## config.mk

```make
export PLATFORM = sky130hd
export DESIGN_NAME = pc_fetch_ctrl_flat
export DESIGN_NICKNAME = d
export VERILOG_FILES = /design/src/rtl/pc_pkg.sv /design/src/rtl/pc_fetch_ctrl_if.sv /design/src/rtl/pc_branch_counter.sv /design/src/rtl/pc_fetch_ctrl.sv /design/src/flat_wrapper.sv
export SDC_FILE = /design/constraint.sdc
export NUM_CORES = 1
export LEC_CHECK = 0
export BUFFER_PORTS_ARGS = -buffer_cell sky130_fd_sc_hd__buf_2
export CAP_MARGIN = 20
export CORE_ASPECT_RATIO = 0.7
export CORE_MARGIN = 3
export CORE_UTILIZATION = 45
export DETAILED_ROUTE_END_ITERATION = 10
export PLACE_DENSITY = 0.72
export REMOVE_ABC_BUFFERS = 1
export SLEW_MARGIN = 20
export SYNTH_ARGS = -nofsm -noshare
export SYNTH_HDL_FRONTEND = slang
export SYNTH_HIERARCHICAL = 1
export SYNTH_SLANG_ARGS = --single-unit
```

## constraint.sdc

```tcl
create_clock -name clk -period 2.06 [get_ports clk]
set_clock_uncertainty 0.05 [all_clocks]
set_input_delay 0.412 -clock clk [delete_from_list [all_inputs] [get_ports clk]]
set_output_delay 0.412 -clock clk [all_outputs]
set_load 0.05 [all_outputs]
```

## src/rtl/pc_pkg.sv

```systemverilog
// Shared types and widths for the program-counter fetch controller.
package pc_pkg;

  localparam int LUT_IDX_W = 5;
  localparam int PC_W      = 12;

  typedef enum logic [1:0] {
    IDLE,
    RUN,
    DONE
  } pc_state_t;

endpackage

```

## src/rtl/pc_fetch_ctrl_if.sv

```systemverilog
// Decode/LUT/ROM-side bus of the fetch controller; BranchCnt appears only
// when PC_BRANCH_STATS_EN is defined.
interface pc_fetch_ctrl_if
  import pc_pkg::*;
#(
  parameter int D = PC_W
);

  logic                 start;
  logic                 stall;
  logic                 jump;
  logic [LUT_IDX_W-1:0] jump_idx;
  logic                 halt;
  logic [D-1:0]         lut_target;
  logic [LUT_IDX_W-1:0] lut_addr;
  logic [D-1:0]         prog_ctr;
  logic                 running;
  logic                 done;
`ifdef PC_BRANCH_STATS_EN
  logic [15:0]          branch_cnt;

  modport master (
    output start, stall, jump, jump_idx, halt, lut_target,
    input  lut_addr, prog_ctr, running, done, branch_cnt
  );

  modport slave (
    input  start, stall, jump, jump_idx, halt, lut_target,
    output lut_addr, prog_ctr, running, done, branch_cnt
  );
`else
  modport master (
    output start, stall, jump, jump_idx, halt, lut_target,
    input  lut_addr, prog_ctr, running, done
  );

  modport slave (
    input  start, stall, jump, jump_idx, halt, lut_target,
    output lut_addr, prog_ctr, running, done
  );
`endif

endinterface

```

## src/rtl/pc_branch_counter.sv

```systemverilog
// Saturating 16-bit taken-branch counter, used only under PC_BRANCH_STATS_EN.
module pc_branch_counter (
  input  logic        clk,
  input  logic        rst,
  input  logic        clear,
  input  logic        inc,
  output logic [15:0] count
);

  // Clear wins over increment so a run always starts counting from zero.
  always_ff @(posedge clk or posedge rst) begin
    if (rst) begin
      count <= '0;
    end else if (clear) begin
      count <= '0;
    end else if (inc && (count != 16'hFFFF)) begin
      count <= count + 16'd1;
    end
  end

endmodule

```

## src/rtl/pc_fetch_ctrl.sv

```systemverilog
// Program-counter sequencer: steps or branches the PC via an external offset LUT
// and owns the Start/Done handshake. Optional branch statistics: PC_BRANCH_STATS_EN.
module pc_fetch_ctrl
  import pc_pkg::*;
#(
  parameter int           D        = PC_W,
  parameter logic [D-1:0] START_PC = '0,
  parameter logic [D-1:0] LAST_PC  = '1
) (
  input logic            clk,
  input logic            rst,
  pc_fetch_ctrl_if.slave bus
);

  pc_state_t    state;
  logic [D-1:0] pc;
  logic         running;
  logic         done;

  // The LUT is combinational, so its index must be valid in the branch cycle itself.
  assign bus.lut_addr = ((state == RUN) && bus.jump) ? bus.jump_idx : '0;
  assign bus.prog_ctr = pc;
  assign bus.running  = running;
  assign bus.done     = done;

  // Priority in RUN is halt, stall, end-of-program, jump, step; reaching LAST_PC
  // ends the run instead of advancing past it.
  always_ff @(posedge clk or posedge rst) begin
    if (rst) begin
      state   <= IDLE;
      pc      <= START_PC;
      running <= 1'b0;
      done    <= 1'b0;
    end else begin
      case (state)
        IDLE, DONE: begin
          if (bus.start) begin
            state   <= RUN;
            pc      <= START_PC;
            running <= 1'b1;
            done    <= 1'b0;
          end
        end
        RUN: begin
          if (bus.halt || (!bus.stall && (pc == LAST_PC))) begin
            state   <= DONE;
            running <= 1'b0;
            done    <= 1'b1;
          end else if (!bus.stall) begin
            if (bus.jump) begin
              pc <= pc + bus.lut_target;
            end else begin
              pc <= pc + D'(1);
            end
          end
        end
        default: begin
          state   <= IDLE;
          pc      <= START_PC;
          running <= 1'b0;
          done    <= 1'b0;
        end
      endcase
    end
  end

`ifdef PC_BRANCH_STATS_EN
  logic start_load;
  logic jump_taken;

  // Only branches that actually move the PC count; stalls, halts and the final advance do not.
  assign start_load = (state != RUN) && bus.start;
  assign jump_taken = (state == RUN) && !bus.halt && !bus.stall && bus.jump && (pc != LAST_PC);

  pc_branch_counter u_branch_counter (
    .clk   (clk),
    .rst   (rst),
    .clear (start_load),
    .inc   (jump_taken),
    .count (bus.branch_cnt)
  );
`endif

endmodule
```

## src/flat_wrapper.sv

```systemverilog
// flat-port wrapper written by rule: the top's interface ports become plain ports
module pc_fetch_ctrl_flat import pc_pkg::*;
#(
  parameter int           D        = PC_W,
  parameter logic [D-1:0] START_PC = '0,
  parameter logic [D-1:0] LAST_PC  = '1
)
  (clk, rst, bus_start, bus_stall, bus_jump, bus_jump_idx, bus_halt, bus_lut_target, bus_lut_addr, bus_prog_ctr, bus_running, bus_done);
  pc_fetch_ctrl_if #(.D(D)) bus_i ();
  input logic clk;
  input logic rst;
  input wire logic [$bits(bus_i.start)-1:0] bus_start;
  input wire logic [$bits(bus_i.stall)-1:0] bus_stall;
  input wire logic [$bits(bus_i.jump)-1:0] bus_jump;
  input wire logic [$bits(bus_i.jump_idx)-1:0] bus_jump_idx;
  input wire logic [$bits(bus_i.halt)-1:0] bus_halt;
  input wire logic [$bits(bus_i.lut_target)-1:0] bus_lut_target;
  output wire logic [$bits(bus_i.lut_addr)-1:0] bus_lut_addr;
  output wire logic [$bits(bus_i.prog_ctr)-1:0] bus_prog_ctr;
  output wire logic [$bits(bus_i.running)-1:0] bus_running;
  output wire logic [$bits(bus_i.done)-1:0] bus_done;
  assign bus_i.start = bus_start;
  assign bus_i.stall = bus_stall;
  assign bus_i.jump = bus_jump;
  assign bus_i.jump_idx = bus_jump_idx;
  assign bus_i.halt = bus_halt;
  assign bus_i.lut_target = bus_lut_target;
  assign bus_lut_addr = bus_i.lut_addr;
  assign bus_prog_ctr = bus_i.prog_ctr;
  assign bus_running = bus_i.running;
  assign bus_done = bus_i.done;
  pc_fetch_ctrl #(.D(D), .START_PC(START_PC), .LAST_PC(LAST_PC)) u_core (.clk(clk), .rst(rst), .bus(bus_i));
endmodule
```

; ---- After elaboration in Yosys (flattened, before gate mapping)
; Cells that the tools add are included.
[totals]
register_bits = 16
output_inout_bits = 19
word_cells = 36
[classes]
reduce_logical = 8
muxes = 15
eq_ne = 7
addsub = 2
[ops]
columns = operator, count
row1 = $mux W12, 4
row2 = $pmux W12 S2, 1
row3 = $add A12 B1 Y12 const B, 1
row4 = $add A12 B12 Y12, 1
row5 = $eq A12 B12 Y1 const B, 1
row6 = $ne A2 B2 Y1 const B, 4
row7 = $mux W5, 1
row8 = $mux W1, 4
row9 = $mux W2, 2
row10 = $pmux W1 S2, 2
row11 = $pmux W2 S2, 1
row12 = $reduce_and A3 Y1, 1
row13 = $eq A2 B1 Y1 const B, 1
row14 = $eq A2 B2 Y1 const B, 1
row15 = $logic_and A1 B1 Y1, 2
row16 = $logic_not A2 Y1, 1
row17 = $reduce_and A2 Y1, 1
row18 = $reduce_or A2 Y1, 1
row19 = $logic_not A1 Y1, 1
row20 = $logic_or A1 B1 Y1, 1

; ---- Logic depth before layout (Yosys ltp)
[depth]
ltp_word = 5
depth_mapped = 9
mapped_depth_nobuf = 9

; ---- Worst setup path after synthesis
; OpenSTA, ideal clock, no wires.
[synth_path]
path_type = register -> register
startpoint = reg u_core.pc[0] (netlist: u_core/bus.prog_ctr[0])
endpoint = reg u_core.pc[10] (netlist: u_core/bus.prog_ctr[10])
t_arrival_ns = 2.282
n_path_buf = 0
slack_ns = -0.393
path_stages_with_launch = 9
required_ns = 1.889
path_cell_list = dfrtp_1 ha_1 fa_1 a21o_2 nand4_1 nand4b_1 a211oi_1 xnor2_1 a22o_1
[synth_between]
elab_chain_cells = 5
elab_cells_between_ends = 11
cone_classes = add/sub (2) / eq/ne (2) / mux (4) / reduce/logical (3)
[synth_lines]
columns = item, line
row1 = "start, declared", pc_fetch_ctrl.sv:16  ; logic [D-1:0] pc;
row2 = "start signal, assigned", pc_fetch_ctrl.sv:51  ; pc <= pc + bus.lut_target;
row3 = "start signal, assigned", pc_fetch_ctrl.sv:53  ; pc <= pc + D'(1);
row4 = "$add A12 B1 Y12, or another cell as far along", pc_fetch_ctrl.sv:53
row5 = $mux W12 / $logic_and A1 B1 Y1 (equally long branches), "pc_fetch_ctrl.sv:50, pc_fetch_ctrl.sv:45"
row6 = $mux W12 / $logic_or A1 B1 Y1 (equally long branches), "pc_fetch_ctrl.sv:49, pc_fetch_ctrl.sv:45"
row7 = $mux W12 / $ne A2 B2 Y1 (equally long branches), n/a
row8 = $pmux W12 S2 / $reduce_and A3 Y1 (equally long branches), n/a
; Several ways; a longest one is shown, not always the timed one. The select of a mux whose other input is x is not followed.
; A chain may end at the register's enable or synchronous reset.

; ---- Worst setup path after layout
[layout_path]
startpoint = in bus_lut_target[0]
endpoint = reg u_core.pc[8] (netlist: u_core/bus.prog_ctr[8])
[layout_between]
elab_chain_cells = 5
[layout_lines]
columns = item, line
row1 = "start, declared", flat_wrapper.sv:17  ; input wire logic [$bits(bus_i.lut_target)-1:0] bus_lut_target;
row2 = $add A12 B12 Y12, pc_fetch_ctrl.sv:51
row3 = $mux W12, pc_fetch_ctrl.sv:50  ; if (bus.jump) begin
row4 = $mux W12, pc_fetch_ctrl.sv:49  ; end else if (!bus.stall) begin
row5 = $mux W12, pc_fetch_ctrl.sv:45  ; if (bus.halt || (!bus.stall && (pc == LAST_PC))) begin
row6 = $pmux W12 S2, pc_fetch_ctrl.sv:35  ; case (state)
; Every way passes these cells. The select of a mux whose other input is x is not followed.

==> run summary <==
The met2 wire length came out at 2.18 mm. Setup total negative slack on the finished layout was measured at -522 ps. The power per cell area came out at 823 nW/um^2. The row count is 15, and the post-synthesis instance area is 1250 sq um. For the total leakage power, the log shows 1.03 nW.

For the worst flop-to-flop path, the logic depth is 8. The met3 wire length was 328 um. Across all register-to-register paths, the minimum setup slack is -190 ps. With fillers left out, the area of the finished cells amounts to 2020 sq um. Setup repair after global routing could not meet its margin everywhere. For this configuration, the core starts out at a cell density of 48.8%. The library cell used most frequently in the layout, excluding fill and tap cells, is buf_4.

The highest fanout seen on the critical path came out at 3. In this run the remaining antenna-violating nets after routing total 0. The tools report the area of the core as 2550 sq um. Setup violations remaining at the end of the flow were counted as 6. The vias after detailed routing was 1491. The tree is rooted in a clkbuf_8.

The tools report the last weighted congestion value of the routability-driven placer as 0.892. The most critical setup path has its startpoint at bus_lut_target[0]. The growth of design area from synthesis to finish was 62.4%; the achievable frequency was 0.443 GHz.

Measured along the y axis, the die boundary spans 50.0 um. CTS H-tree depth: 1. The tools report the number of buffers created by CTS as 3. The number of top-level design ports is 42, and the via-per-instance ratio is 5.85. The max-slew violation total from the final report came out at 0. The worst setup path is launched from an input pin. For the DRC violation count after routing, the log shows 0.

The worst supply voltage drop on vdd is 0.000580 V. The length of the first detailed-routing pass in iterations was 4; the floorplan die width was 68.9 um. Clock latency on the worst-skew pair, taken at its later pin, is 260 ps.

The number of maximum-capacitance violations was 0; the post-placement setup slack was -470 ps. The logs give 0 for the final global-route overflow total and 0 for the count of inserted antenna diode cells. For the worst hold margin, the log shows 169 ps. The clock net in this run drives a total of 15 sinks.

STA classifies the critical path endpoint as a flop. Synthesized flop and latch total: 15. The critical path start-end classification was input pin to flop. The worst register-to-register path begins at u_core/bus.prog_ctr[0]$_DFFE_PP0P_. The worst pin sits at a relative slew slack of 47.5%. Cts-stage hold buffer count: 0. The synthesized netlist contains 39 unique library cells. Cells with a size suffix above 1 make up 51.6% of the layout. Global routing used 26.8% of the available tracks across all layers.

The flow ran to the end, but the final reports show violations. The HPWL after detailed placement is 3.13 mm. After detailed routing, the total wire length is 4.55 mm. The top layer reached by signal wires is met4.

The termination of the worst setup path is u_core/bus.prog_ctr[8]$_DFFE_PP0P_. For the least setup slack across all paths after layout, the log shows -195 ps. The run gives 2140 ps as the required time at the endpoint of the critical path. The final critical path takes up 109% of the cycle. The initial antenna violation count was 0.

The die area is 3450 sq um. The worst path needs 2260 ps of the cycle, external delays included. The worst hold-check path type was input pin to asynchronous set/reset pin.

At the end of the flow, the number of nets in the layout was 257. For the largest net degree at the start of global routing, the log shows 18. After clock tree synthesis, the clock-pin slew on the worst setup and hold paths is 80 ps. Data on the critical path arrives at its endpoint at 2340 ps. Post-place instance area: 1810 sq um. Cells fill 79.3% of the core in the end. The run gives 136 as the post-synthesis instance total. The worst register-to-register path ends at u_core/bus.prog_ctr[8]$_DFFE_PP0P_. The first global-routing pass estimated 6.85 mm of wire.

The via count of the first global-routing pass is 1432, and the count of yosys warnings during synthesis is 6. Summing the sequential cell areas from Yosys gives 30.1% of the chip area. The tools report the maximum clock insertion buffer count as 2.

After the first detailed-routing iteration, the DRC count stood at 79. In the final routed layout, each cell accounts on average for 17.8 um. The final reports fail on negative setup slack. TritonCTS built the clock tree. After synthesis, the mean cell area works out to 9.16 sq um.

For the pin with the worst max-slew slack, the measured transition is 787 ps. The number of buffers added on ports works out to 41. The library cells used most frequently in the layout, excluding fill and tap cells, are buf_4 (42), buf_2 (40), nand2_1 (14), dfrtp_1 (14), and2_1 (9).

After detailed routing, the wire length on met1 is 1.94 mm. The number of hold violations in the final report is 0.
[how the worst min path moves through the flow]
stage | startpoint | to | slack, ps | cells past startpoint
6_report | rst | u_core/bus.prog_ctr[3]$_DFFE_PP0P_ | 170 | 2
2_1_floorplan | rst | u_core/bus.done$_DFFE_PP0P_ | 260 | 1
3_5_place_dp | u_core/bus.running$_DFFE_PP0P_ | u_core/bus.running$_DFFE_PP0P_ | 410 | 2
3_3_place_gp | u_core/bus.running$_DFFE_PP0P_ | u_core/bus.running$_DFFE_PP0P_ | 410 | 2
4_1_cts | rst | u_core/bus.prog_ctr[2]$_DFFE_PP0P_ | 190 | 2
5_1_grt | rst | u_core/bus.prog_ctr[2]$_DFFE_PP0P_ | 220 | 2
[cell usage after synthesis, drive strengths merged]
library cell / number / area [sq um]
nand2: 14 / 52.6
a2111oi: 1 / 15.0
clkbuf: 1 / 3.75
o41ai: 1 / 16.3
buf: 1 / 7.51
nand3: 3 / 15.0
ha: 11 / 138
a311o: 1 / 10.0
nand2b: 3 / 18.8
fa: 1 / 20.0
xor2: 3 / 26.3
inv: 4 / 15.0
a21o: 3 / 23.8
o211a: 1 / 10.0
or2: 1 / 6.26
o21ai: 6 / 33.8
a21oi: 8 / 40.0
nor3: 2 / 10.0
nor2b: 1 / 6.26
dfrtp: 15 / 375
a31oi: 1 / 6.26
o21bai: 1 / 11.3
and2: 11 / 68.8
o21a: 1 / 7.51
nor2: 5 / 18.8
nand4b: 2 / 17.5
and3: 5 / 31.3
o31ai: 6 / 45.0
nand4: 3 / 18.8
o22ai: 2 / 12.5
nor4: 2 / 12.5
xnor2: 5 / 43.8
a22o: 7 / 61.3
a211oi: 4 / 47.5
[sequential cells by signal, summed over array words and instances, names as in the netlist]
signal	flops
u_core/bus.done	1
u_core/bus.prog_ctr	12
u_core/bus.running	1
u_core/state	1
[final cells by class]
cell class                      count  area (sq um)
Clock buffer                        3          41.3
Clock inverter                      1          5.00
Fill cell                         173           528
Inverter                            4          15.0
Multi-Input combinational cell    115          1010
Sequential cell                    15           377
Tap cell                           34          42.5
Timing Repair Buffer               83           536
[per-stage QoR]
| stage | cells | power (mW) |
|---|---|---|
| floorplan | 134 | 0.934 |
| global placement | 251 | 1.27 |
| detailed placement | 251 | 1.30 |
| CTS | 255 | 1.61 |
| global route | 255 | 1.75 |
| finish | 255 | 1.67 |
[power by group]
| part | internal [mW] | total, mW | switching (mW) |
|---|---|---|---|
| Clock | 0.135 | 0.257 | 0.122 |
| Sequential | 0.351 | 0.409 | 0.0580 |
| Combinational | 0.407 | 1.00 | 0.594 |
| Total | 0.892 | 1.67 | 0.775 |
[timing repair]
item / 4_1_cts / 5_1_grt
gates cloned: 0 / 0
pin swaps: 13 / 7
setup endpoints to repair: 6 / 6
gates resized for setup: 17 / 8
setup buffers: 1 / 0
[critical path, cell delays in order]
cell	delay [ps]
buf_2	90
nand2b_1	170
ha_4	180
fa_2	340
a21o_2	210
nand4_1	90
nand4b_1	240
a31oi_2	270
xnor2_1	110
a22o_1	210
[per-layer routing]
layer	track usage [%]	up-vias
li1	-	681
met1	35.7	717
met2	43.2	79
met3	5.92	14
met4	7.12	0
met5	0	-
[kinds of logic (layout without fill, tap and decap cells)]
| family | count (synthesis) | after routing | synth area share (%) |
|---|---|---|---|
| xor gates and xnor gates | 8 | 8 | 5.62 |
| AOI/OAI and AO/OA | 43 | 43 | 27.3 |
| and+or+nand+nor | 52 | 52 | 22.2 |
| buffers and inverters | 6 | 91 | 2.11 |
| DFF | 15 | 15 | 30.1 |
| adders and majority gates | 12 | 12 | 12.7 |
No activity file was read; power rests on OpenSTA's default activity.
